==> config.mk <==
export PLATFORM = sky130hd
export DESIGN_NAME = regfile
export DESIGN_NICKNAME = d
export VERILOG_FILES = /design/src/rtl/regfile.sv
export SDC_FILE = /design/constraint.sdc
export NUM_CORES = 2
export LEC_CHECK = 0
export CAP_MARGIN = 20
export CELL_PAD_IN_SITES_DETAIL_PLACEMENT = 0
export CELL_PAD_IN_SITES_GLOBAL_PLACEMENT = 1
export CORE_UTILIZATION = 55
export CTS_CLUSTER_DIAMETER = 100
export DETAILED_ROUTE_END_ITERATION = 10
export GPL_ROUTABILITY_DRIVEN = 0
export PLACE_DENSITY = 0.83
export SYNTH_ARGS = -nofsm -noshare
export SYNTH_HDL_FRONTEND = slang
export SYNTH_SLANG_ARGS = --single-unit
==> constraint.sdc <==
create_clock -name i_clk -period 7.24 [get_ports i_clk]
set_clock_uncertainty 0.1 [all_clocks]
set_input_delay 1.81 -clock i_clk [delete_from_list [all_inputs] [get_ports i_clk]]
set_output_delay 1.81 -clock i_clk [all_outputs]
set_load 0.02 [all_outputs]
==> src/rtl/regfile.sv <==
// regfile: 31 x 32-bit integer register file (x0 hardwired to zero) with two
// combinational read ports, one synchronous write port and a busy scoreboard
// tracking registers that have an issued but not yet written-back producer.
//
// Parameters:
//   BYPASS_EN     1: a same-cycle write is forwarded to matching read ports
//                 0: reads return the stored value only
// Ports:
//   i_clk         clock, all state updates on rising edge
//   i_reset       synchronous active-high reset (clears registers and busy)
//   i_rs1_addr    read port 1 index      -> o_rs1_data, o_rs1_busy
//   i_rs2_addr    read port 2 index      -> o_rs2_data, o_rs2_busy
//   i_rd_wren     writeback enable
//   i_rd_addr     writeback index
//   i_rd_data     writeback value
//   i_issue_valid instruction issued this cycle with destination i_issue_rd
//   i_issue_rd    destination of the issued instruction
module regfile #(
  parameter int unsigned BYPASS_EN = 1
) (
  input  logic        i_clk,
  input  logic        i_reset,
  input  logic [4:0]  i_rs1_addr,
  input  logic [4:0]  i_rs2_addr,
  output logic [31:0] o_rs1_data,
  output logic [31:0] o_rs2_data,
  input  logic        i_rd_wren,
  input  logic [4:0]  i_rd_addr,
  input  logic [31:0] i_rd_data,
  input  logic        i_issue_valid,
  input  logic [4:0]  i_issue_rd,
  output logic        o_rs1_busy,
  output logic        o_rs2_busy
);

  localparam bit BYP = (BYPASS_EN != 0);

  // Entry 0 is only ever cleared; reads of index 0 are masked to zero anyway.
  logic [31:0] regs [32];
  logic [31:1] busy_q;
  logic [31:0] busy;
  logic        wr_en;
  logic        rs1_hit;
  logic        rs2_hit;

  assign wr_en = i_rd_wren && (i_rd_addr != 5'd0);
  assign busy  = {busy_q, 1'b0};

  always_ff @(posedge i_clk) begin
    if (i_reset) begin
      for (int unsigned i = 0; i < 32; i++) begin
        regs[i] <= '0;
      end
      busy_q <= '0;
    end else begin
      if (wr_en) begin
        regs[i_rd_addr] <= i_rd_data;
      end
      // Issue is checked first so a new producer wins over a retiring one.
      for (int unsigned i = 1; i < 32; i++) begin
        if (i_issue_valid && (i_issue_rd == 5'(i))) begin
          busy_q[i] <= 1'b1;
        end else if (wr_en && (i_rd_addr == 5'(i))) begin
          busy_q[i] <= 1'b0;
        end
      end
    end
  end

  // Reads are independent of reset so operands stay combinational throughout.
  always_comb begin
    rs1_hit = BYP && wr_en && (i_rd_addr == i_rs1_addr);
    rs2_hit = BYP && wr_en && (i_rd_addr == i_rs2_addr);

    o_rs1_data = '0;
    o_rs2_data = '0;
    if (i_rs1_addr != 5'd0) begin
      o_rs1_data = rs1_hit ? i_rd_data : regs[i_rs1_addr];
    end
    if (i_rs2_addr != 5'd0) begin
      o_rs2_data = rs2_hit ? i_rd_data : regs[i_rs2_addr];
    end

    o_rs1_busy = busy[i_rs1_addr] && !rs1_hit;
    o_rs2_busy = busy[i_rs2_addr] && !rs2_hit;
  end

endmodule

==> impl.org <==
** Drt
- DRC errors left :: 0
- The detail route stage leaves a number of antenna-violating nets equal to 0.
- Detailed routing inserted a total of approximately 40000 vias.
- The first routing iteration left around 6800 violations.
- Number of iterations in the first detailed-routing pass :: 7
- For this block, the routed nets add up to 206 mm of wire.
- In the final routed layout, each cell accounts on average for ~37 µm.
- In the routed layout, each cell is associated on average with a via count of between 7 and 8.

** CTS
- Buffers added to address setup during post-CTS repair amount to 0.
- After clock tree synthesis, the clock-pin slew on the worst setup and hold paths is around 0.060 ns.
- The tree is rooted in a sky130_fd_sc_hd__clkbuf_16.
- TritonCTS built the clock tree.
- Number of resized instances in the post-cts repair step :: 0
- The later pin in the worst-skew pair is clocked with a latency of 0.70 ns.
- The H-tree generated during clock tree synthesis spans 3 levels.
- Clock Tree Buf Depth :: 3
- Total of hold buffers inserted after clock tree synthesis :: 0
- The tree built by TritonCTS fans out to between 1000 and 1500 sinks.
- Number of buffers created by CTS :: 113

** Layout
- Net count reported at finish :: 4139
- Final Core Density :: 0.631
- Post-layout instance area :: around 64000 µm²
- From synthesis to final layout, the design area changed by 13.2%.
- Final std cells w/o fill :: roughly 5600
- Share of cells above drive strength 1 :: 0.219
- The library cell used most frequently in the layout, excluding fill and tap cells, is sky130_fd_sc_hd__edfxtp_1.
- Leaving out fill and tap cells, the most frequent cells in the layout are sky130_fd_sc_hd__edfxtp_1, sky130_fd_sc_hd__and2_1, sky130_fd_sc_hd__mux4_2, sky130_fd_sc_hd__mux2i_1, sky130_fd_sc_hd__buf_4.

** Logic synthesis
- By area, the combinational part of the netlist is dominated by multiplexers.
- Yosys mapped a number of flops with a built-in enable equal to roughly 1000.
- Synthesis handed over a netlist of ~4000 instances.
- A synthesized cell averages between 10 and 15 µm².
- Count of cell types in the netlist :: 60
- Of the total synthesized cell area, the portion taken by XOR and XNOR cells is 0.00154.
- Count of warnings emitted by yosys :: 0
- Sequential area share after synthesis :: 0.551
- After synthesis, the share of flip-flops with an asynchronous set or reset is 0.
- Of the total synthesized cell area, the portion taken by AND, OR, NAND and NOR gates is 0.136.
- Of the total synthesized cell area, the portion taken by full adders, half adders and majority gates is 0.
- Share of the synthesized area in compound gates (AO/OA/AOI/OAI) :: 0.0623
- Flop and latch count out of synthesis :: ~1100
- The portion of synthesized area spent on multiplexers is 0.212.
- After synthesis the cells add up to 57000 µm².
- Most used flip-flop cell after synthesis :: sky130_fd_sc_hd__edfxtp_1

** Die
- I/O pin count :: around 120
- The floorplan has between 100 and 150 rows.
- For this configuration, the core starts out at a cell density of 0.557.
- Width of the die :: ~320 µm
- The die is ~320 µm tall.
- Std-Cell Core Area :: ~100000 µm²
- The die covers ~100000 µm².

** Global route
- Grt peak-use layer :: met2
- The initial antenna violation count was 21.
- Number of global-route vias before repair :: about 38000
- Routing usage on met3 :: 0.138
- Met1 usage in global routing :: 0.521
- The first global-routing pass estimated about 290 mm of wire.
- For met2 alone, demand over resource in global routing was 0.579.
- For this run, the total global-route usage over all layers was measured as 0.396.
- Entering global routing, the biggest net connects 52 pins.
- GR Overflow Total :: 0

** STA
- For the pin with the worst max-slew slack, the measured transition is between 1 and 1.5 ns.
- Count of final hold-check violations :: 0
- Worst slew margin relative to its limit :: 0.170
- Part of the cycle the worst path needs :: 0.987
- For this run, the top clock speed supported by timing is 140 MHz.
- Summed over all failing endpoints, the final setup total negative slack is 0 ns.
- RSZ-0062 raised after global routing :: no
- The number of slew-limit violations in the final report was 0.
- The clock period could shrink to roughly 7.1 ns.
- Final setup viols :: 0

** Run
- Maximum Capacitance Violations :: 0

** Setup path
- At the worst endpoint, the required time is around 5.3 ns.
- Along the worst path, the maximum fanout reaches 27.
- STA classifies the critical path endpoint as an output pin.
- CP arrival :: approximately 5.2 ns
- The worst setup path is launched from a primary input.
- Startpoint-to-endpoint class of the critical path :: primary input to output pin

** Placed design
- After legalization and detailed placement, the total HPWL measured ~130 mm.
- In this run, placement finished with an instance count of 5332.
- In this run the tool buffered the top-level ports with around 120 buffer cells.
- Area post-placement :: 60600 µm²

** Power
- In this run the power density over the cells is 237 nW/µm².
- Summed over all cells, the static leakage comes to approximately 0.023 µW.
- Largest voltage drop on the vdd net :: ~0.19 mV

** Run status
- Outcome :: finished clean

** Hold path
- Class of the most critical hold timing path :: register to register
==> per-stage QoR <==
step	total power (µW)	hold slack [ns]	setup slack [ns]
floorplan	8470	0.339	1.77
global placement	9310	0.356	0.133
detailed placement	9340	0.367	0.0852
CTS	15200	0.376	0.0598
global route	15500	0.396	0.104
finish	15300	0.377	0.0969
==> cells in the mapped netlist, types with 34 or more instances <==
library cell | count | area, µm²
sky130_fd_sc_hd__a211oi_1 | 38 | 285
sky130_fd_sc_hd__a221oi_1 | 46 | 403
sky130_fd_sc_hd__a22oi_1 | 70 | 526
sky130_fd_sc_hd__and2_1 | 994 | 6220
sky130_fd_sc_hd__buf_2 | 71 | 355
sky130_fd_sc_hd__clkbuf_1 | 287 | 1080
sky130_fd_sc_hd__edfxtp_1 | 1024 | 30700
sky130_fd_sc_hd__inv_1 | 35 | 131
sky130_fd_sc_hd__mux2i_1 | 289 | 2890
sky130_fd_sc_hd__mux4_2 | 395 | 8900
sky130_fd_sc_hd__nand2_1 | 63 | 236
sky130_fd_sc_hd__nand3_1 | 34 | 170
sky130_fd_sc_hd__nor2_1 | 57 | 214
sky130_fd_sc_hd__nor2b_1 | 40 | 250
sky130_fd_sc_hd__nor3_1 | 43 | 215
sky130_fd_sc_hd__o22ai_1 | 94 | 588
==> sequential cells by signal, indices dropped and copies added, names as in the netlist <==
| signal | flops |
|---|---|
| busy_q | 31 |
| regs | 1024 |
==> area by class of cell <==
type | count | area [µm²]
inverter | 35 | 131
antenna | 21 | 52.6
multi-input combinational | 2505 | 23900
clock buffer | 140 | 3040
timing repair buffer | 373 | 3560
tap | 1368 | 1710
sequential | 1055 | 31400
clock inverter | 68 | 677
fill | 7549 | 37700
==> power breakdown <==
group / switching (µW) / internal [µW] / leakage [µW]
clock: 2510 / 3450 / 0.00182
sequential: 171 / 7040 / 0.0100
combinational: 1240 / 856 / 0.0109
total: 3920 / 11300 / 0.0228
==> worst max-delay path, cell delays in order <==
cell and delay, ns:
sky130_fd_sc_hd__clkdlybuf4s50_1 0.58, sky130_fd_sc_hd__buf_4 0.25, sky130_fd_sc_hd__nand2b_2 0.17, sky130_fd_sc_hd__buf_12 0.29, sky130_fd_sc_hd__a211oi_1 0.21, sky130_fd_sc_hd__nor3_1 0.99, sky130_fd_sc_hd__a32o_1 0.31, sky130_fd_sc_hd__clkdlybuf4s50_1 0.61
==> path summary, 6_finish.rpt <==
kind                 startpoint              to  slack, ns  cells after the start
hold / removal        busy_q[3]       busy_q[3]       0.38                      2
hold reg to reg       busy_q[3]       busy_q[3]       0.38                      2
setup reg to reg     busy_q[24]      busy_q[24]       6.47                      2
setup / recovery  i_rs1_addr[3]  o_rs1_data[20]        0.1                      8
==> cell families after synthesis <==
group,Yosys count
xor+xnor,10
other cells,1
flops,1055
compound gates,463
simple gates,1297
mux,703
buf+inv,458
==> metal layers <==
layer  share of wire  vias up
met1            0.36    20050
met5          0.0016        -
li1                -    15554
met3            0.14      738
met2            0.44     3405
met4           0.055       22
No activity file was read; power rests on OpenSTA's default activity.
